==> config.mk <==
export PLATFORM = sky130hd
export DESIGN_NAME = rv64g_l2_dir_ctrl
export DESIGN_NICKNAME = d
export VERILOG_FILES = /design/src/rtl/rv64g_l2_pkg.sv /design/src/rtl/rv64g_rr_arbiter.sv /design/src/rtl/rv64g_l2_dir_ctrl.sv
export SDC_FILE = /design/constraint.sdc
export NUM_CORES = 1
export LEC_CHECK = 0
export CELL_PAD_IN_SITES_DETAIL_PLACEMENT = 1
export CELL_PAD_IN_SITES_GLOBAL_PLACEMENT = 1
export CORE_MARGIN = 5
export CORE_UTILIZATION = 24
export DETAILED_ROUTE_END_ITERATION = 7
export GPL_ROUTABILITY_DRIVEN = 0
export GPL_TIMING_DRIVEN = 0
export PLACE_DENSITY_LB_ADDON = 0.3
export SLEW_MARGIN = 20
export SYNTH_ARGS = -nofsm -noshare
export SYNTH_HDL_FRONTEND = slang
export SYNTH_SLANG_ARGS = --single-unit
==> constraint.sdc <==
create_clock -name clk -period 2.8 [get_ports clk]
set_clock_uncertainty 0.15 [all_clocks]
set_input_delay 0.42 -clock clk [delete_from_list [all_inputs] [get_ports clk]]
set_output_delay 0.42 -clock clk [all_outputs]
set_load 0.02 [all_outputs]
==> src/rtl/rv64g_l2_pkg.sv <==
// L2 directory controller shared types: op encoding, entry layout, FSM states
// and the per-entry update rule used by rv64g_l2_dir_ctrl.
package rv64g_l2_pkg;

  localparam int SETS  = 256;
  localparam int WAYS  = 16;
  localparam int CORES = 4;
  localparam int REQS  = 3;
  localparam int SW    = $clog2(SETS);
  localparam int WW    = $clog2(WAYS);
  localparam int CW    = $clog2(CORES);
  localparam int RW    = $clog2(REQS);

  typedef enum logic [1:0] {
    OP_READ        = 2'd0,
    OP_ADD_SHARER  = 2'd1,
    OP_SET_OWNER   = 2'd2,
    OP_REMOVE_CORE = 2'd3
  } dir_op_e;

  typedef enum logic [1:0] {
    ST_IDLE = 2'd0,
    ST_RD   = 2'd1,
    ST_WR   = 2'd2,
    ST_RSP  = 2'd3
  } dir_state_e;

  typedef struct packed {
    logic             valid;
    logic [CORES-1:0] sharers;
    logic             owner_valid;
    logic [CW-1:0]    owner_id;
    logic             dirty;
  } dir_entry_t;

  typedef struct packed {
    dir_entry_t entry;
    logic       write;
    logic       conflict;
  } dir_upd_t;

  function automatic logic entry_bad(dir_entry_t e);
    return (e.owner_valid && (|e.sharers)) ||
           (e.dirty && !e.owner_valid);
  endfunction

  function automatic dir_upd_t dir_update(
    dir_entry_t    e,
    dir_op_e       op,
    logic [CW-1:0] core,
    logic          dirty
  );
    dir_upd_t         r;
    logic [CORES-1:0] b;
    b          = '0;
    b[core]    = 1'b1;
    r.entry    = e;
    r.write    = 1'b0;
    r.conflict = 1'b0;
    unique case (op)
      OP_READ: ;
      OP_ADD_SHARER: begin
        if (e.owner_valid && e.owner_id != core) begin
          r.conflict = 1'b1;
        end else begin
          r.entry.valid       = 1'b1;
          r.entry.sharers     = e.sharers | b;
          r.entry.owner_valid = 1'b0;
          r.entry.owner_id    = '0;
          r.entry.dirty       = 1'b0;
          r.write             = 1'b1;
        end
      end
      OP_SET_OWNER: begin
        r.entry.valid       = 1'b1;
        r.entry.sharers     = '0;
        r.entry.owner_valid = 1'b1;
        r.entry.owner_id    = core;
        r.entry.dirty       = dirty;
        r.write             = 1'b1;
      end
      OP_REMOVE_CORE: begin
        r.entry.sharers = e.sharers & ~b;
        if (e.owner_valid && e.owner_id == core) begin
          r.entry.owner_valid = 1'b0;
          r.entry.dirty       = 1'b0;
        end
        r.write = 1'b1;
      end
    endcase
    // Keep written entries well-formed even if the RAM held garbage.
    if (r.entry.owner_valid) r.entry.sharers = '0;
    if (!r.entry.owner_valid) r.entry.dirty = 1'b0;
    return r;
  endfunction

endpackage

==> src/rtl/rv64g_rr_arbiter.sv <==
// Round-robin arbiter: one-hot grant while enabled, pointer moves
// past the winner on every grant.
module rv64g_rr_arbiter #(
  parameter int N  = 3,
  parameter int PW = (N > 1) ? $clog2(N) : 1
) (
  input  logic          clk,
  input  logic          rst_n,
  input  logic [N-1:0]  req_i,
  input  logic          en_i,
  output logic [N-1:0]  gnt_o,
  output logic [PW-1:0] win_o
);

  logic [PW-1:0] ptr_q;
  logic [PW-1:0] ptr_d;
  logic [PW-1:0] idx;
  logic          found;

  always_comb begin
    gnt_o = '0;
    win_o = '0;
    idx   = '0;
    found = 1'b0;
    for (int i = 0; i < N; i++) begin
      idx = PW'((int'(ptr_q) + i) % N);
      if (!found && req_i[idx]) begin
        found = 1'b1;
        win_o = idx;
      end
    end
    if (found && en_i) gnt_o[win_o] = 1'b1;
    ptr_d = ptr_q;
    if (found && en_i) begin
      ptr_d = (win_o == PW'(N - 1)) ? '0 : win_o + 1'b1;
    end
  end

  always_ff @(posedge clk or negedge rst_n) begin
    if (!rst_n) ptr_q <= '0;
    else        ptr_q <= ptr_d;
  end

endmodule

==> src/rtl/rv64g_l2_dir_ctrl.sv <==
// L2 directory read-modify-write sequencer, one op in flight.
// Define L2_DIR_CTRL_CHECK_EN to flag and refuse malformed entries.
module rv64g_l2_dir_ctrl
  import rv64g_l2_pkg::*;
(
  input  logic                  clk,
  input  logic                  rst_n,
  input  logic [REQS-1:0]       req_valid_i,
  output logic [REQS-1:0]       req_ready_o,
  input  logic [REQS*SW-1:0]    req_set_i,
  input  logic [REQS*WW-1:0]    req_way_i,
  input  logic [REQS*2-1:0]     req_op_i,
  input  logic [REQS*CW-1:0]    req_core_i,
  input  logic [REQS-1:0]       req_dirty_i,
  output logic                  resp_valid_o,
  input  logic                  resp_ready_i,
  output logic [RW-1:0]         resp_id_o,
  output logic                  resp_hit_o,
  output logic [CORES-1:0]      resp_sharers_o,
  output logic                  resp_owner_valid_o,
  output logic [CW-1:0]         resp_owner_id_o,
  output logic                  resp_dirty_o,
  output logic                  resp_conflict_o,
  output logic [SW-1:0]         dir_rd_set_o,
  input  logic [WAYS-1:0]       dir_rd_valid_i,
  input  logic [WAYS*CORES-1:0] dir_rd_sharers_i,
  input  logic [WAYS-1:0]       dir_rd_owner_valid_i,
  input  logic [WAYS*CW-1:0]    dir_rd_owner_id_i,
  input  logic [WAYS-1:0]       dir_rd_dirty_i,
  output logic                  dir_we_o,
  output logic [SW-1:0]         dir_wr_set_o,
  output logic [WW-1:0]         dir_wr_way_o,
  output logic                  dir_wr_valid_o,
  output logic [CORES-1:0]      dir_wr_sharers_o,
  output logic                  dir_wr_owner_valid_o,
  output logic [CW-1:0]         dir_wr_owner_id_o,
  output logic                  dir_wr_dirty_o,
  output logic                  err_o
);

  dir_state_e    state_q, state_d;
  logic [SW-1:0] set_q, set_d;
  logic [WW-1:0] way_q, way_d;
  dir_op_e       op_q, op_d;
  logic [CW-1:0] core_q, core_d;
  logic          dirty_q, dirty_d;
  logic [RW-1:0] id_q, id_d;
  dir_entry_t    old_q, old_d;
  dir_entry_t    wr_q, wr_d;
  logic          we_q, we_d;
  logic          rv_q, rv_d;
  logic          cf_q, cf_d;
  logic          err_q, err_d;

  logic [REQS-1:0] gnt;
  logic [RW-1:0]   win;
  logic            arb_en;
  dir_entry_t      rd_e;
  dir_upd_t        upd;
  logic            chk_bad;

  // Reset gates the comb grant so no ready escapes while held in reset.
  assign arb_en = (state_q == ST_IDLE) && rst_n;

  rv64g_rr_arbiter #(.N(REQS), .PW(RW)) u_arb (
    .clk   (clk),
    .rst_n (rst_n),
    .req_i (req_valid_i),
    .en_i  (arb_en),
    .gnt_o (gnt),
    .win_o (win)
  );

  assign req_ready_o = gnt;

  always_comb begin
    rd_e.valid       = dir_rd_valid_i[way_q];
    rd_e.sharers     = dir_rd_sharers_i[int'(way_q)*CORES +: CORES];
    rd_e.owner_valid = dir_rd_owner_valid_i[way_q];
    rd_e.owner_id    = dir_rd_owner_id_i[int'(way_q)*CW +: CW];
    rd_e.dirty       = dir_rd_dirty_i[way_q];
  end

  assign upd = dir_update(rd_e, op_q, core_q, dirty_q);

`ifdef L2_DIR_CTRL_CHECK_EN
  assign chk_bad = entry_bad(rd_e);
`else
  assign chk_bad = 1'b0;
`endif

  always_comb begin
    state_d = state_q;
    set_d   = set_q;
    way_d   = way_q;
    op_d    = op_q;
    core_d  = core_q;
    dirty_d = dirty_q;
    id_d    = id_q;
    old_d   = old_q;
    wr_d    = wr_q;
    we_d    = we_q;
    rv_d    = rv_q;
    cf_d    = cf_q;
    err_d   = err_q;
    unique case (state_q)
      ST_IDLE: begin
        if (|gnt) begin
          set_d   = req_set_i[int'(win)*SW +: SW];
          way_d   = req_way_i[int'(win)*WW +: WW];
          op_d    = dir_op_e'(req_op_i[int'(win)*2 +: 2]);
          core_d  = req_core_i[int'(win)*CW +: CW];
          dirty_d = req_dirty_i[win];
          id_d    = win;
          state_d = ST_RD;
        end
      end
      ST_RD: begin
        old_d   = rd_e;
        wr_d    = upd.entry;
        cf_d    = upd.conflict | chk_bad;
        we_d    = upd.write & ~chk_bad;
        err_d   = err_q | chk_bad;
        state_d = ST_WR;
      end
      ST_WR: begin
        we_d    = 1'b0;
        rv_d    = 1'b1;
        state_d = ST_RSP;
      end
      ST_RSP: begin
        if (resp_ready_i) begin
          rv_d    = 1'b0;
          state_d = ST_IDLE;
        end
      end
    endcase
  end

  always_ff @(posedge clk or negedge rst_n) begin
    if (!rst_n) begin
      state_q <= ST_IDLE;
      set_q   <= '0;
      way_q   <= '0;
      op_q    <= OP_READ;
      core_q  <= '0;
      dirty_q <= 1'b0;
      id_q    <= '0;
      old_q   <= '0;
      wr_q    <= '0;
      we_q    <= 1'b0;
      rv_q    <= 1'b0;
      cf_q    <= 1'b0;
      err_q   <= 1'b0;
    end else begin
      state_q <= state_d;
      set_q   <= set_d;
      way_q   <= way_d;
      op_q    <= op_d;
      core_q  <= core_d;
      dirty_q <= dirty_d;
      id_q    <= id_d;
      old_q   <= old_d;
      wr_q    <= wr_d;
      we_q    <= we_d;
      rv_q    <= rv_d;
      cf_q    <= cf_d;
      err_q   <= err_d;
    end
  end

  assign dir_rd_set_o         = set_q;
  assign dir_we_o             = we_q;
  assign dir_wr_set_o         = set_q;
  assign dir_wr_way_o         = way_q;
  assign dir_wr_valid_o       = wr_q.valid;
  assign dir_wr_sharers_o     = wr_q.sharers;
  assign dir_wr_owner_valid_o = wr_q.owner_valid;
  assign dir_wr_owner_id_o    = wr_q.owner_id;
  assign dir_wr_dirty_o       = wr_q.dirty;
  assign resp_valid_o         = rv_q;
  assign resp_id_o            = id_q;
  assign resp_hit_o           = old_q.valid;
  assign resp_sharers_o       = old_q.sharers;
  assign resp_owner_valid_o   = old_q.owner_valid;
  assign resp_owner_id_o      = old_q.owner_id;
  assign resp_dirty_o         = old_q.dirty;
  assign resp_conflict_o      = cf_q;
  assign err_o                = err_q;

endmodule

==> results of run 1 <==
==> metal layers <==
| metal | GRT usage | wire [µm] | vias to the layer above |
|---|---|---|---|
| met1 | 0.194 | 6790 | 2162 |
| li1 | - | - | 2021 |
| met5 | 0 | 0 | - |
| met4 | 0.0366 | 242 | 0 |
| met3 | 0.0379 | 973 | 18 |
| met2 | 0.360 | 10300 | 142 |
==> Yosys cell counts, drive strengths merged (2+ instances only) <==
library cell	number
a211oi	2
a21boi	2
a21oi	6
a22oi	2
a31oi	17
a32oi	5
and2	3
buf	24
clkbuf	16
dfrtp	44
ha	12
inv	27
mux2	27
mux2i	16
mux4	40
nand2	15
nand2b	3
nand3	18
nand4	3
nor2	28
nor2b	4
nor3b	4
o211ai	5
o21a	2
o21ai	35
o221ai	4
o22ai	5
o31ai	5
==> logic make-up after synthesis <==
logic type                 after synthesis  synth area share
and+or+nand+nor                         81            0.0975
muxes                                   83             0.345
adders and majority gates               12            0.0376
DFF                                     44             0.276
buffers and inverters                   67            0.0787
xor gates and xnor gates                 1           0.00219
AOI/OAI and AO/OA                       98             0.163
other                                    1          0.000939
==> sequential cells by signal (all words and copies together) (netlist names), 2 cells and up <==
| signal | count |
|---|---|
| dir_rd_set_o | 8 |
| state_q | 2 |
| resp_sharers_o | 4 |
| dir_wr_sharers_o | 4 |
| u_arb.ptr_q | 2 |
| resp_owner_id_o | 2 |
| dir_wr_way_o | 4 |
| resp_id_o | 2 |
| op_q | 2 |
| core_q | 2 |
| dir_wr_owner_id_o | 2 |
==> stage by stage <==
step	setup slack (ps)	hold slack (ps)	std cells	power (mW)
2_1_floorplan	14.5	-25.6	387	4.51
3_3_place_gp	-1750	321	853	6.24
3_5_place_dp	-973	320	854	6.41
4_1_cts	-58.1	59.7	871	7.44
5_1_grt	-153	87.8	883	8.29
6_report	-69.1	32.0	883	7.73
==> how the worst min path moves through the flow <==
| stage | cells past startpoint | end | from |
|---|---|---|---|
| finish | 1 | dir_rd_set_o[6] | rst_n |
| global route | 1 | dir_rd_set_o[6] | rst_n |
| CTS | 1 | dir_rd_set_o[6] | rst_n |
| detailed placement | 1 | dir_wr_owner_valid_o | dir_wr_owner_valid_o |
| global placement | 1 | dir_wr_owner_valid_o | dir_wr_owner_valid_o |
| floorplan | 0 | core_q[0] | rst_n |
==> worst max-delay path, delay by kind of cell <==
| family | cells | cell delay, ps |
|---|---|---|
| compound gates | 1 | 280 |
| buf+inv | 3 | 1020 |
| mux | 2 | 280 |
| simple gates | 2 | 280 |
==> power by group <==
part | internal (mW) | switching (mW) | total, mW | leakage, nW
Combinational | 2.99 | 2.86 | 5.85 | 2.25
Clock | 0.420 | 0.282 | 0.702 | 0.0798
Sequential | 0.957 | 0.223 | 1.18 | 0.531
Total | 4.36 | 3.37 | 7.73 | 2.87
==> final cells by class <==
type | instances | area [µm²]
Multi-Input combinational cell | 276 | 2750
Clock inverter | 3 | 42.5
Fill cell | 1837 | 9120
Sequential cell | 44 | 1100
Timing Repair Buffer | 273 | 2700
Tap cell | 220 | 275
Buffer | 35 | 250
Inverter | 27 | 105
Clock buffer | 5 | 125
==> timing repair <==
item,4_1_cts,5_1_grt
pin swaps,6,8
buffers inserted,12,14
endpoints found under the setup margin,38,34
resized for setup,57,32
==> results, run 1 <==
- The total count of max-transition violations in the final report is 0.
- For this run, design rule violations remaining after detail routing come to 0.
- The synthesized net count is 600.
- The library cell contributing the largest single delay on the critical path is sky130_fd_sc_hd__clkdlybuf4s50_1.
- For the pin with the worst max-slew slack, the measured transition is ~730 ps.
- Counting the buffers created by CTS gives 5.
- Entering global routing, the biggest net connects 27 pins.
- The endpoint class of the critical path is an output port.
- In the final layout, the share of cells above drive strength 1 is 0.249.
- The sum of negative setup slack is -151 ps.
- The number of antenna diodes is 0.
- The most critical setup path has its endpoint at req_ready_o[0].
- The tree is rooted in a sky130_fd_sc_hd__clkbuf_16.
- At the later pin of the worst-skew pair, clock insertion delay measures 290 ps.
- The endpoint of the worst-slack reg-to-reg timing path is state_q[1].
- The largest single stage delay on the critical path is 710 ps.
- The count of mapped cells out of synthesis is 387.
- The share of the clock period used by the worst path is 1.02.
- The power per standard cell area is ~1100 mW/mm².
- The total half-perimeter wirelength after legalization and detailed placement is 15,100 µm.
- The worst setup path is launched from an input port.
- In this run the standard cell core region covers 0.0165 mm².
- Summed over all instances, the cell type with the most area after synthesis is sky130_fd_sc_hd__dfrtp_1.
- Counting flops with an async set or reset pin after synthesis yields a share of 1.00.
- The remaining global-route overflow is 0.
- The normalized max-slew margin is 0.515.
- The synthesized netlist occupies a cell area of 0.00399 mm².
- The number of buffers inserted by port buffering is 246.
- The clock-pin slew on the worst setup and hold paths is 70 ps.
- The number of different library cells used by synthesis comes to 51.
- After detailed routing, the average wire length per cell comes to 20.7 µm.
- The number of warnings reported in the yosys synthesis log is 0.
- For this run, the detailed router's first-pass iteration total came to 4.
- VDD sags by at most 0.322 mV.
- The worst setup margin is -69.1 ps.
- The sequential fraction of the synthesis area is 0.276.
- The net count of the finished layout is approximately 880.
- The die is 139 µm wide.
- The longest clock path from root to sink contains 2 buffers.
- The count of pins on the block boundary is 248.
- The signal arrival time at the worst endpoint is approximately 2300 ps.
- TritonCTS built the clock tree.
- The count of clock tree sinks is 44.
- The post-route minimum period is between 2000 and 3000 ps.
- The flow ran to the end, but the final reports show violations.
- Row generation in the floorplan step produced 47 rows.
- The number of endpoints with negative hold slack in the final report is 0.
- The dominant register cell in the synthesized netlist is sky130_fd_sc_hd__dfrtp_1.
- The number of cells on the worst reg-to-reg path is 11.
- The initial antenna violation count is 0.
- Wires add up to 18,300 µm.
- Data on the critical path is required at its endpoint by 2230 ps.
- The ratio of routed vias to standard cells is around 4.9.
- The first-pass GRT wire length is 28,000 µm.
- The largest fanout on the critical path is 7.
- The final reports fail on setup timing.
- The class of the tightest hold or removal check is input port to async pin.
- Timing would allow up to 0.349 GHz.
- Setup slack on the worst reg-to-reg path comes out at about 50 ps.
- The synthesis-to-finish area growth is 84.0%.
- The analysis attributes to cell leakage a power of 2.87 nW.
- The finished cells cover 0.00735 mm².
- The library cell used most frequently in the layout, excluding fill and tap cells, is sky130_fd_sc_hd__clkdlybuf4s50_1.
- By startpoint and endpoint, the worst setup path is classified as input port to output port.
- Walking the worst path, the cells encountered are clkdlybuf4s50_1, mux2i_4, buf_4, mux2i_2, a211oi_2, nand2b_4, nor2b_2, buf_4.
- The overall fraction of global-route tracks in use is 0.180.
- The via count of the first global-routing pass is ~5,000.
- Leaving out fill and tap cells, the most frequent cells in the layout are sky130_fd_sc_hd__clkdlybuf4s50_1 (241), sky130_fd_sc_hd__dfrtp_1 (43), sky130_fd_sc_hd__buf_4 (41).
- Setup repair after global routing could not meet its margin everywhere.
- Sorting the synthesized cells by area gives the leading types as sky130_fd_sc_hd__dfrtp_1 (28%), sky130_fd_sc_hd__mux4_2 (23%), sky130_fd_sc_hd__mux2_2 (7.3%).
- Hold repair after CTS inserted 0 buffers.
- The most prevalent standard cell on the critical path is sky130_fd_sc_hd__buf_4.
- The post-route antenna net violation count is 0.
- For this run, the share of the core covered by cells in the final layout is 0.446.
- In this run, synthesis produced a sequential element count of 44.
- The critical path starts at req_valid_i[1].
- The worst flop-to-flop path startpoint is u_arb.ptr_q[1].
- The count of flip-flops with a built-in enable after synthesis is 0.
- The H-tree was split into 2 levels.
- Setup violations remaining at the end of the flow were counted as 3.
- The total number of vias is 4,343.
- The max-cap check violation count is 0.
- Measured along the y axis, the die boundary spans 139 µm.
- The number of DRC markers in iteration 0 is 190.
- The average footprint of a synthesized cell is a little over 10 µm².
- The die covers 0.0193 mm².
- The effective utilization at floorplan is 0.242.
- Summing all placed instances gives a cell area of 0.00675 mm².
- The area share of the largest cell type after synthesis is 0.276.
No activity file was read; power rests on OpenSTA's default activity.
==> run 2: changes to the inputs <==
--- a/config.mk
+++ b/config.mk
@@ -13,6 +13,7 @@
 export GPL_ROUTABILITY_DRIVEN = 0
 export GPL_TIMING_DRIVEN = 0
 export PLACE_DENSITY_LB_ADDON = 0.3
+export REMOVE_ABC_BUFFERS = 1
 export SLEW_MARGIN = 20
 export SYNTH_ARGS = -nofsm -noshare
 export SYNTH_HDL_FRONTEND = slang
==> run 2 against run 1 <==
The flow finishes with violations (hold timing, setup timing). Cell area shrank 3.9%. Register-to-register slack lost 50 ps. Sequential cell count is the same. Wire length shrank 4.7%. Final cell count shrank 3.9%. Utilization shrank 1.7 points. Critical endpoint is now req_ready_o[1].
==> results, run 2 (synthesis gave the netlist of run 1 again) <==
- The largest fanout on the critical path came to 8 (was 7).
- The worst flop-to-flop path startpoint is u_arb.ptr_q[1] (unchanged).
- The power per standard cell area is 1020 mW/mm² (was 1050 mW/mm²).
- The maximum number of pins on one net before global-route repair was 46 (was 27).
- The overall fraction of global-route tracks in use is 0.175 (was 0.180).
- The total core area is 0.0165 mm² (unchanged).
- The portion of total power attributed to sequential cells came to 0.178 (was 0.153).
- The horizontal extent of the die is 139 µm (unchanged).
- The initial antenna violation count came to 0 (unchanged).
- The clock latency reported for the late side of the worst-skew pair is 290 ps (about the same).
- The leakage power summed over all cells is 2.72 nW (was 2.87 nW).
- Top library cells by usage in the layout, fill and taps aside: sky130_fd_sc_hd__clkdlybuf4s50_1 (240), sky130_fd_sc_hd__mux4_2 (40), sky130_fd_sc_hd__dfrtp_1 (40) (was sky130_fd_sc_hd__clkdlybuf4s50_1 (241), sky130_fd_sc_hd__dfrtp_1 (43), sky130_fd_sc_hd__buf_4 (41)).
- The proportion of total power due to net switching is 0.441 (was 0.436).
- The number of DRC markers in iteration 0 was 86 (was 190).
- The total routed wire length on the met1 layer is 6600 µm (was 6790 µm).
- The part of the total power dissipated in combinational logic came to 0.739 (was 0.757).
- The number of flip-flops under the largest register name was 8 (unchanged).
- The worst-case register-to-register setup slack is 0 ps (was 50 ps).
- The remaining global-route overflow is 0 (unchanged).
- Run status: finished with violations (unchanged).
- The startpoint class of the critical path is a flip-flop (was input port).
- The remaining routing DRC violations was 0 (unchanged).
- The maximum buffer depth of the clock tree is 2 (unchanged).
- The y dimension of the die is 139 µm (unchanged).
- The share of the core filled with cells in the final layout is 0.429 (was 0.446).
- The via count of the first global-routing pass was 4,790 (was 5,040).
- The slew at the pin closest to its max-slew limit is 1040 ps (was 727 ps).
- The number of hold buffers added after CTS is 0 (unchanged).
- The highest clock frequency the design can meet is 0.355 GHz (was 0.349 GHz).
- The max-cap check violation count was 0 (unchanged).
- The routed length on met2 is 9540 µm (was 10,300 µm).
- The TritonCTS clock tree is built (unchanged).
- The total count of max-transition violations in the final report is 0 (unchanged).
- The class of the tightest hold or removal check is input port to async pin (unchanged).
- The worst voltage drop across the vdd grid is 0.412 mV (was 0.322 mV).
- The total half-perimeter wirelength after legalization and detailed placement is 14,000 µm (was 15,100 µm).
- The final-report setup violation count is 3 (unchanged).
- The number of H-tree levels is 2 (unchanged).
- The wire length per cell is 20.6 µm (was 20.7 µm).
- RSZ-0062 raised after global routing: true (unchanged).
- The post-route minimum period came to 2820 ps (was 2870 ps).
- The critical path required time was 2230 ps (about the same).
- The number of buffers inserted by port buffering is 246 (unchanged).
- The clock share of power is 0.083 (was 0.091).
- The share of the clock period used by the worst path is 1.01 (was 1.02).
- The internal power is 4.03 mW (was 4.36 mW).
- The net count reported at finish was 841 (was 875).
- The number of iterations in the first detailed-routing pass is 4 (unchanged).
- The most common cell after layout, fill and taps aside is sky130_fd_sc_hd__clkdlybuf4s50_1 (unchanged).
- The floorplan die area is 0.0193 mm² (unchanged).
- The site row count came to 47 (unchanged).
- The count of pins on the block boundary is 248 (unchanged).
- The number of antenna diodes was 0 (unchanged).
- The count of clock tree sinks is 44 (unchanged).
- The normalized max-slew margin is 0.309 (was 0.515).
- The worst setup margin is -17.7 ps (was -69.1 ps).
- The wire length after detailed routing came to 17,500 µm (was 18,300 µm).
- The classification of the worst setup path is flip-flop to output port (was input port to output port).
- The worst hold slack is -12.7 ps (was 32.0 ps).
- Violations in the final reports: hold timing, setup timing (was setup timing).
- The design area was 0.00706 mm² (was 0.00735 mm²).
- The depth of the worst register-to-register path came to 11 (unchanged).
- The total number of vias was 4,205 (was 4,343).
- The endpoint of the worst-slack reg-to-reg timing path is state_q[1] (unchanged).
- The reported net switching power is 3.19 mW (was 3.37 mW).
- The instance area after placement is 0.00660 mm² (was 0.00675 mm²).
- The clock-pin slew on the worst setup and hold paths is 70 ps (about the same).
- The first-pass GRT wire length was 26,900 µm (was 28,000 µm).
- The synthesis-to-finish area growth is 76.9% (was 84.0%).
- The share of final-layout standard cells stronger than drive strength 1 was 0.215 (was 0.249).
- The highest routing layer actually used is met4 (unchanged).
- The ratio of routed vias to standard cells is 4.95 (was 4.92).
- The routed length on met3 was 1000 µm (was 973 µm).
- The effective utilization at floorplan came to 0.242 (unchanged).
- The post-route antenna net violation count was 0 (unchanged).
- The number of endpoints with negative hold slack in the final report is 10 (was 0).
- The endpoint class of the critical path is an output port (unchanged).
- The CTS buffer count is 5 (unchanged).
- The CTS root buffer is sky130_fd_sc_hd__clkbuf_16 (unchanged).
- The signal arrival time at the worst endpoint came to 2250 ps (was 2300 ps).
## run 2: how the worst max path moves through the flow
stage	start	end	slack, ps
floorplan	u_arb.ptr_q[0]	state_q[1]	-930
global placement	req_valid_i[0]	req_ready_o[1]	-2440
detailed placement	req_valid_i[1]	req_ready_o[1]	-1070
CTS	u_arb.ptr_q[1]	req_ready_o[0]	-20
global route	u_arb.ptr_q[1]	req_ready_o[1]	-100
finish	u_arb.ptr_q[1]	req_ready_o[1]	-20
## run 2: power by group through the flow
stage	clock network [mW]	logic (mW)	registers, mW
final	0.600	5.34	1.29
after global routing	0.645	5.75	1.34
after detailed placement	0	4.76	1.44
after global placement	0	4.45	1.55
after CTS	0.622	5.19	1.35
after floorplan	0	2.54	1.77
## run 2: timing repair
item                                    4_1_cts  5_1_grt
setup buffers                                14        8
pin swaps                                     6        8
resized for setup                            44       12
endpoints found under the setup margin       37       29
## run 2: final cells by class
cell class / instances / area [µm²]
Fill cell: 1828 / 9400
Inverter: 27 / 101
Clock inverter: 2 / 12.5
Timing Repair Buffer: 274 / 2710
Tap cell: 220 / 275
Multi-Input combinational cell: 276 / 2720
Clock buffer: 6 / 129
Sequential cell: 44 / 1110
## run 2: stage by stage
stage	TNS [ps]	hold WS [ps]	power [mW]	std cells	setup WS [ps]
floorplan	-26990	-25.6	4.31	347	-934
detailed placement	-25050	331	6.20	819	-1070
CTS	-34.4	22.0	7.16	841	-15.2
global route	-787	40.0	7.74	849	-98.0
global placement	-86380	323	6.00	813	-2440
finish	-29.2	-12.7	7.22	849	-17.7
## run 2: worst max-delay path: stages, from the launching register on
cell                       delay [ps]
sky130_fd_sc_hd__dfrtp_1          430
sky130_fd_sc_hd__inv_2            100
sky130_fd_sc_hd__ha_4             200
sky130_fd_sc_hd__mux2i_4          290
sky130_fd_sc_hd__mux2i_4          130
sky130_fd_sc_hd__o311a_4          400
sky130_fd_sc_hd__o211ai_1         140
sky130_fd_sc_hd__inv_1            120
sky130_fd_sc_hd__buf_6            150
## run 2: per-layer routing
metal  global-route usage  up-vias
li1                     -     1943
met1                0.193     2105
met2                0.334      140
met3               0.0438       17
met4               0.0422        0
met5                    0        -
==> run 3: changes to the inputs <==
--- a/config.mk
+++ b/config.mk
@@ -5,6 +5,7 @@
 export SDC_FILE = /design/constraint.sdc
 export NUM_CORES = 1
 export LEC_CHECK = 0
+export CAP_MARGIN = 20
 export CELL_PAD_IN_SITES_DETAIL_PLACEMENT = 1
 export CELL_PAD_IN_SITES_GLOBAL_PLACEMENT = 1
 export CORE_MARGIN = 5
==> run 3 against run 2 <==
The flow still finishes with violations (hold timing, setup timing). Via count increased by 1.9%. Clock-buffer cell count decreased by 1. Utilization increased by 0.41 points. Combinational power is 2% higher. Global-route usage hardly changed. Cell area is 0.96% higher. Hold slack improved by 8.0 ps. Total power increased by 2.8%. First-iteration DRC count rose by 21%. Final cell count increased by 0.24%. Critical path type is now input port to output port. Largest power group unchanged. Highest routed layer unchanged.
==> results, run 3 (synthesis gave the netlist of run 1 again) <==
- The highest clock frequency the design can meet is 0.353 GHz (was 0.355 GHz).
- The number of flip-flops under the largest register name is 8 (unchanged).
- The normalized max-slew margin is 0.299 (was 0.309).
- The total stage count of the critical path was 7 (was 8).
- The site row count is 47 (unchanged).
- The number of instances in the placed design came to 819 (unchanged).
- The endpoint class of the critical path is an output port (unchanged).
- The critical path required time is 2230 ps (about the same).
- The maximum number of pins on one net before global-route repair is 46 (unchanged).
- The CTS buffer count is 5 (unchanged).
- Run status: finished with violations (unchanged).
- The maximum buffer depth of the clock tree is 2 (unchanged).
- The class of the tightest hold or removal check is input port to async pin (unchanged).
- The ratio of routed vias to standard cells is 5.03 (was 4.95).
- The number of antenna diodes is 0 (unchanged).
- The total count of max-transition violations in the final report is 0 (unchanged).
- The clock latency reported for the late side of the worst-skew pair is 290 ps (about the same).
- The y dimension of the die is 139 µm (unchanged).
- The number of endpoints with negative hold slack in the final report came to 7 (was 10).
- The largest stage delay on the critical path is 600 ps (was 430 ps).
- The most common cell after layout, fill and taps aside is sky130_fd_sc_hd__clkdlybuf4s50_1 (unchanged).
- The via count of the first global-routing pass is 4,837 (was 4,790).
- The CTS root buffer is sky130_fd_sc_hd__clkbuf_16 (unchanged).
- The effective utilization at floorplan came to 0.242 (unchanged).
- The total number of vias is 4,284 (was 4,205).
- The worst setup path endpoint is req_ready_o[1] (unchanged).
- The remaining routing DRC violations is 0 (unchanged).
- The internal power is 4.16 mW (was 4.03 mW).
- The worst voltage drop across the vdd grid is 0.415 mV (was 0.412 mV).
- The number of DRC markers in iteration 0 came to 104 (was 86).
- The post-route antenna net violation count was 0 (unchanged).
- The worst-case register-to-register setup slack came to -10 ps (was 0 ps).
- The share of final-layout standard cells stronger than drive strength 1 is 0.222 (was 0.215).
- The launching instance or port of the critical path is req_valid_i[1] (was u_arb.ptr_q[1]).
- The signal arrival time at the worst endpoint is 2260 ps (was 2250 ps).
- The clock share of power is 0.095 (was 0.083).
- The number of hold buffers added after CTS is 0 (unchanged).
- The wire length per cell came to 21.2 µm (was 20.6 µm).
- The endpoint of the worst-slack reg-to-reg timing path is state_q[1] (unchanged).
- RSZ-0062 raised after global routing: true (unchanged).
- The worst flop-to-flop path startpoint is u_arb.ptr_q[0] (was u_arb.ptr_q[1]).
- The TritonCTS clock tree is built (unchanged).
- The part of the total power dissipated in combinational logic is 0.732 (was 0.739).
- The startpoint class of the critical path was an input port (was flip-flop).
- The design area is 0.00713 mm² (was 0.00706 mm²).
- Violations in the final reports: hold timing, setup timing (unchanged).
- The number of H-tree levels is 2 (unchanged).
- The power per standard cell area came to 1040 mW/mm² (was 1020 mW/mm²).
- The instance area after placement is 0.00660 mm² (unchanged).
- The proportion of total power due to net switching is 0.440 (was 0.441).
- The classification of the worst setup path was input port to output port (was flip-flop to output port).
- The sum of buffers and inverters on the critical path is 3 (unchanged).
- The slew at the pin closest to its max-slew limit was 1050 ps (was 1040 ps).
- The portion of total power attributed to sequential cells came to 0.173 (was 0.178).
- The count of clock tree sinks is 44 (unchanged).
- The share of the clock period used by the worst path came to 1.01 (about the same).
- The overall fraction of global-route tracks in use was 0.175 (about the same).
- The remaining global-route overflow was 0 (unchanged).
- The first-pass GRT wire length is 26,900 µm (about the same).
- The leakage power summed over all cells is 2.74 nW (was 2.72 nW).
- The synthesis-to-finish area growth was 78.6% (was 76.9%).
- The number of iterations in the first detailed-routing pass is 4 (unchanged).
- The depth of the worst register-to-register path is 11 (unchanged).
- The reported net switching power is 3.26 mW (was 3.19 mW).
- The number of standard cells in the final layout excluding fillers is 851 (was 849).
- The worst setup margin was -31.6 ps (was -17.7 ps).
- The final-report setup violation count is 3 (unchanged).
- The horizontal extent of the die was 139 µm (unchanged).
- The gate family responsible for the most delay along the worst path is buffers and inverters (was compound AO/OA/AOI/OAI gates).
- The floorplan die area is 0.0193 mm² (unchanged).
- The largest fanout on the critical path came to 7 (was 8).
- The number of buffers inserted by port buffering is 246 (unchanged).
- The count of pins on the block boundary is 248 (unchanged).
- The initial antenna violation count came to 0 (unchanged).
- The clock-pin slew on the worst setup and hold paths is 70 ps (about the same).
- The total core area came to 0.0165 mm² (unchanged).
- The max-cap check violation count is 0 (unchanged).
- The most prevalent standard cell on the critical path is sky130_fd_sc_hd__mux2i_4 (unchanged).
- The wire length after detailed routing is 18,000 µm (was 17,500 µm).
- The net count reported at finish is 843 (was 841).
- The worst hold slack is -4.69 ps (was -12.7 ps).
- The library cell contributing the largest single delay on the critical path is sky130_fd_sc_hd__clkdlybuf4s50_1 (was sky130_fd_sc_hd__dfrtp_1).
- The total half-perimeter wirelength after legalization and detailed placement was 14,000 µm (about the same).
- The number of fillers in the final layout is 1,828 (unchanged).
- The post-route minimum period is 2830 ps (was 2820 ps).
- The share of the core filled with cells in the final layout was 0.433 (was 0.429).
- Top library cells by usage in the layout, fill and taps aside: sky130_fd_sc_hd__clkdlybuf4s50_1 (241), sky130_fd_sc_hd__mux4_2 (40), sky130_fd_sc_hd__dfrtp_1 (40) (was sky130_fd_sc_hd__clkdlybuf4s50_1 (240), sky130_fd_sc_hd__mux4_2 (40), sky130_fd_sc_hd__dfrtp_1 (40)).
- Critical Path, Cell by Cell: clkdlybuf4s50_1, mux2i_4, mux2i_4, o311a_4, o211ai_1, inv_1, buf_6 (was inv_2, ha_4, mux2i_4, mux2i_4, o311a_4, o211ai_1, inv_1, buf_6).
==> run 3: cell types whose count changed in the layout (fill, tap and decap cells not counted), sizes merged <==
cell	delta
buf	+1
bufinv	+1
clkbuf	-1
clkdlybuf4s50	+1
clkinv	-1
dlymetal6s2s	-1
inv	+1
nand2	+1
==> run 3: metal layers <==
metal | vias to the layer above | wire length, µm | GRT usage
met1 | 2162 | 6760 | 0.190
met2 | 154 | 9990 | 0.343
met5 | - | 0 | 0
met4 | 0 | 257 | 0.0376
met3 | 15 | 999 | 0.0403
li1 | 1953 | - | -
==> run 3: per-stage QoR <==
stage / hold WS [ps] / worst slack [ps] / power [mW] / TNS (ps)
floorplan: -25.6 / -934 / 4.31 / -26990
global placement: 323 / -2440 / 6.00 / -86380
detailed placement: 324 / -1080 / 6.20 / -25190
CTS: 21.8 / 6.15 / 7.26 / 0
global route: 38.0 / -108 / 7.93 / -331
finish: -4.69 / -31.6 / 7.42 / -66.3
==> run 3: worst min path at each step <==
stage / cells after the start / startpoint / slack (ps) / to
floorplan: 0 / rst_n / -30 / core_q[0]
global placement: 1 / dir_wr_owner_valid_o / 320 / dir_wr_owner_valid_o
detailed placement: 1 / dir_wr_owner_valid_o / 320 / dir_wr_owner_valid_o
CTS: 1 / rst_n / 20 / resp_sharers_o[0]
global route: 1 / rst_n / 40 / resp_owner_id_o[0]
finish: 1 / rst_n / -5 / dir_wr_sharers_o[3]
==> run 3: power by group through the flow <==
| stage | logic, mW | clock network, mW | registers (mW) |
|---|---|---|---|
| 4_1_cts | 5.19 | 0.729 | 1.34 |
| 3_3_place_gp | 4.45 | 0 | 1.55 |
| 2_1_floorplan | 2.54 | 0 | 1.77 |
| 5_1_grt | 5.83 | 0.750 | 1.35 |
| 3_5_place_dp | 4.77 | 0 | 1.44 |
| 6_report | 5.43 | 0.706 | 1.29 |
==> run 3: what timing repair did <==
action | in CTS | in global routing
endpoints found under the setup margin | 37 | 27
cloned | 0 | 1
buffers inserted | 14 | 9
hold endpoints to repair | 0 | 0
pin swaps | 7 | 8
gates resized for setup | 42 | 18
==> run 3: final cells by class <==
cell class,count,area [µm²],area share
Clock buffer,5,125,0.0176
Timing Repair Buffer,275,2710,0.380
Multi-Input combinational cell,277,2760,0.387
Clock inverter,3,46.3,0.00649
Sequential cell,44,1110,0.156
Inverter,27,101,0.0142
Tap cell,220,275,0.0386
==> variant 1: new RTL, flow settings as in run 3 <==
Set the package constant `SETS` to 512 (it was 256).
--- a/src/rtl/rv64g_l2_pkg.sv
+++ b/src/rtl/rv64g_l2_pkg.sv
@@ -4,3 +4,3 @@
 
-  localparam int SETS  = 256;
+  localparam int SETS  = 512;
   localparam int WAYS  = 16;
Interface: changed (resized dir_rd_set_o, dir_wr_set_o and req_set_i); port bits go from 248 to 253. The function was not compared with the original's and may differ.
==> variant 1 against run 3 <==
- the run ends with setup timing left
- register-to-register slack worse by 30 ps
- total power is 5.5% lower
- synthesized area is 1.2% higher
- worst setup slack worse by 18 ps
- wire length is 7.1% lower
- clock power is 17% lower
- design area is 1.7% higher
- sequential cell count is 1 higher
- highest routed layer unchanged
==> variant 1: results (changes against run 3) <==
Sequential-to-total area share from yosys stat -> 0.279 (+0.00286)
Main combinational cell family by area after synthesis -> multiplexers
Fillers -> 1765 (-3.4%)
Syn Area/Cell -> 11.2 sq um (+8.5%)
Post-synth top cells -> dfrtp_1, mux4_2, mux2i_1
H-tree levels -> 2 (unchanged)
Status -> finished, violations left
CP peak stage delay -> 410 ps (-190 ps)
Synth top area cells -> dfrtp_1, mux4_2, mux2i_1, mux2_2, ha_1
Clock Latency Late Sink -> 290 ps (about the same)
Area share of xor/xnor cells in the synthesized design -> 0.00217 (-0.0000265)
DR iter-0 viols -> 110 (+5.8%)
Initial DRT Pass Iterations -> 4 (unchanged)
Largest register FFs -> 9 (+1)
Final critical-path setup slack -> -49.4 ps (-17.8 ps)
Slowest cell on crit path -> dfrtp_1
Leakage power -> 2.81 nW (+2.5%)
Wire per inst -> 20.1 um (-5.1%)
RR Startpoint -> u_arb.ptr_q[0]
Flop pwr share -> 0.190 (+0.017)
Vias per cell -> 4.93 (-2.0%)
Failing checks -> setup timing
Mux share of post-synthesis cell area -> 0.372 (+0.0274)
Slew @ Worst Pin -> 1030 ps (-24.6 ps)
CTS max path bufs -> 2 (unchanged)
Largest net degree at the start of global routing -> 47 (+2.2%)
Via count -> 4110 (-4.1%)
Worst Path Max Fanout -> 5 (-2)
Peak VDD IR -> 0.000380 V (-8.5%)
Synth Area in Compound Gates -> 0.156 (-0.00630)
Final count of negative-setup-slack endpoints -> 15 (+12)
Synth Area in Adders -> 0.0372 (-0.000454)
Overall global routing resource usage -> 0.166 (-0.00876)
Sw frac -> 0.427 (-0.0123)
DPL Wire Length -> 13200 um (-5.4%)
R2R depth -> 12 (+1)
Crit path to -> req_ready_o[2]
Vias in the first global route -> 4746 (-1.9%)
Share of layout cells above drive strength 1 -> 0.212 (-0.00980)
Yosys cell types -> 53 (+3.9%)
Reg2Reg Setup Slack -> -40 ps (-30 ps)
Crit path kind -> reg -> out
PortBufs -> 251 (+2.0%)
First-pass GRT wire length -> 26100 um (-3.1%)
Post-placement cell count -> 800 (-2.3%)
Reg2reg end -> dir_wr_way_o[0]
Fin nets -> 828 (-1.8%)
Worst EP arrival -> 2280 ps (+20 ps)
-- variant 1: per-stage QoR --
stage	setup slack [ps]	instance area (sq um)	hold slack, ps	power (mW)	setup TNS [ps]
after floorplan	-1020	3840	-25.6	4.20	-30710
after global placement	-2340	6630	311	5.80	-88520
after detailed placement	-1630	6720	321	6.00	-31600
after CTS	-66.0	7120	30.4	6.92	-89.9
after global routing	-148	7250	64.1	7.55	-2040
final	-49.4	7250	4.13	7.01	-450
-- variant 1: area by class of cell --
type | count | area, sq um | area share
inverters | 26 | 97.6 | 0.0135
clock buffers | 6 | 129 | 0.0178
multi-input cells | 256 | 2810 | 0.388
well taps | 220 | 275 | 0.0380
clock inverters | 2 | 10.0 | 0.00138
repair buffers | 278 | 2790 | 0.385
flip-flops and latches | 45 | 1140 | 0.157
-- variant 1: worst max-delay path: cells and delay by family, from the launching register on --
family                     cells  cell delay [ps]
buffers and inverters          4              620
DFF                            1              410
and+or+nand+nor                1              210
AOI/OAI and AO/OA              3              540
adders and majority gates      1              220
-- variant 1: timing repair --
action	in CTS	in global routing
cloned	1	0
hold buffers	0	0
gates resized for setup	41	25
pin swaps	9	5
endpoints found under the setup margin	38	25
setup buffers	20	4
-- variant 1: layer usage --
metal | vias to the layer above | GRT usage | part of all wire
met1 | 2071 | 0.183 | 0.37
met2 | 134 | 0.319 | 0.55
met3 | 14 | 0.0422 | 0.063
met5 | - | 0 | 0
li1 | 1891 | - | -
met4 | 0 | 0.0357 | 0.013
-- variant 1: power by group through the flow --
stage / clock, mW / combinational, mW / sequential [mW]
2_1_floorplan: 0 / 2.43 / 1.77
3_3_place_gp: 0 / 4.26 / 1.54
3_5_place_dp: 0 / 4.59 / 1.41
4_1_cts: 0.607 / 4.97 / 1.34
5_1_grt: 0.640 / 5.51 / 1.39
6_report: 0.587 / 5.09 / 1.33
==> variant 2: new RTL, config.mk and constraints of run 3 <==
Made on the original files. Encoding of `dir_state_e`: now one-hot (4 bits for 4 states).
--- a/src/rtl/rv64g_l2_pkg.sv
+++ b/src/rtl/rv64g_l2_pkg.sv
@@ -20,7 +20,7 @@
 
-  typedef enum logic [1:0] {
-    ST_IDLE = 2'd0,
-    ST_RD   = 2'd1,
-    ST_WR   = 2'd2,
-    ST_RSP  = 2'd3
+  typedef enum logic [3:0] {
+    ST_IDLE = 4'b0001,
+    ST_RD   = 4'b0010,
+    ST_WR   = 4'b0100,
+    ST_RSP  = 4'b1000
   } dir_state_e;
Function: no difference found for any inputs over 4 cycles, from zero or initial values and one cycle with rst_n low; so few cycles prove little.
==> variant 2 against run 3 <==
- sequential cell count grew 2
- worst setup slack lost 100 ps
- total power shrank 6.7%
- non-clock buffer count grew 12
- wire length shrank 3.4%
- the flow finishes with violations (setup timing)
- worst hold slack gained 330 ps
- design area grew 1.0%
- synthesized area shrank 3.9%
==> variant 2: results (changes against run 3) <==
Status -> finished, violations left
Failing checks -> setup timing
Storage cell area -> 0.00116 sq mm (+4.3%)
Share of layout cells above drive strength 1 -> 0.240 (+0.0181)
Worst min-delay path category -> reg -> reg
Synth Area in Compound Gates -> 0.148 (-0.0146)
Worst Setup Slack post-DPL -> -1260 ps (-178 ps)
Routed wl met2 -> 9410 um (-5.8%)
Area share of xor/xnor cells in the synthesized design -> 0.0114 (+0.00922)
Fin nets -> 832 (-1.3%)
Internal -> 3.89 mW (-6.4%)
Clk. pwr -> 604 uW (-14%)
Final critical-path setup slack -> -135 ps (-103 ps)
Top delay family on crit path -> multiplexers
DR iter-0 viols -> 170 (+63%)
Yosys cell types -> 50 (-2.0%)
Post-synth top cells -> nand2_1, dfrtp_1, mux4_2
Vias in the first global route -> 4653 (-3.8%)
Vias per cell -> 4.88 (-3.2%)
Sequential-to-total area share from yosys stat -> 0.300 (+0.0246)
Synth top area cells -> dfrtp_1, mux4_2, nand2_1, mux2_2, a22oi_1
Non-clk bufs -> 287 (+4.4%)
First-pass GRT wire length -> 26300 um (-2.4%)
Num sequential -> 46 (+4.5%)
Buffering overhead -> 0.402 (+0.0223)
Leakage power -> 2.72 nW (-0.65%)
Overall global routing resource usage -> 0.184 (+0.00896)
#MultiIn Comb -> 275 (-0.72%)
Multi-input combinational area share -> 0.373 (-0.0139)
Metal3 WL -> 1170 um (+17%)
Peak VDD IR -> 0.000342 V (-18%)
Setup TNS -> -377 ps (-311 ps)
Largest net degree at the start of global routing -> 28 (-39%)
Slowest cell on crit path -> dfrtp_2
DPL Wire Length -> 13700 um (-2.3%)
M1 WL -> 6390 um (-5.5%)
Flop pwr share -> 0.196 (+0.023)
Final count of negative-setup-slack endpoints -> 3 (unchanged)
-- variant 2: cell types whose count changed after synthesis, sizes merged, moves of 7 or more --
cell   delta
a22oi    +16
a31oi    -15
o21ai     -7
nor2     -14
nand2    +47
inv      -19
nor3      +7
nand3    -15
mux2      -8
-- variant 2: worst paths after layout --
check / from / cells past startpoint / slack (ps) / endpoint
worst max-delay path: u_arb.ptr_q[1] / 7 / -130 / req_ready_o[1]
worst min-delay path: resp_sharers_o[0] / 2 / 330 / resp_sharers_o[0]
worst max register to register: u_arb.ptr_q[1] / 9 / 50 / op_q[1]
worst min register to register: resp_sharers_o[0] / 2 / 330 / resp_sharers_o[0]
max in group asynchronous: rst_n / 3 / 1430 / dir_wr_way_o[0]
min in group asynchronous: rst_n / 2 / 520 / dir_wr_owner_valid_o
-- variant 2: cells by family after synthesis --
logic type,after synthesis
AO/OA/AOI/OAI,85
buffers and inverters,49
AND/OR/NAND/NOR,102
other,1
adder cells (fa/ha/maj),7
XOR/XNOR,5
flip-flops,46
multiplexers,73
-- variant 2: repair_timing --
action	4_1_cts	5_1_grt
endpoints found under the hold margin	18	0
setup buffers	13	21
cloned	3	0
hold buffers	1	0
pin swaps	7	8
setup endpoints to repair	35	29
resized for setup	56	13
-- variant 2: worst min-delay path: stages (launching register included) --
cell,delay [ps]
dfrtp_1,340
nand2_1,50
nand2_1,50
-- variant 2: stage by stage --
stage	utilization	std cells	cell area (sq um)
6_report	0.457	841	7200
5_1_grt	0.457	841	7200
4_1_cts	0.443	820	6980
3_5_place_dp	0.412	795	6490
3_3_place_gp	0.403	790	6360
2_1_floorplan	-	328	3630
-- variant 2: routing by layer --
metal  track usage  up-vias
met5             0        -
met4        0.0549        0
met3        0.0522       26
met2         0.343      159
met1         0.201     2019
li1              -     1896
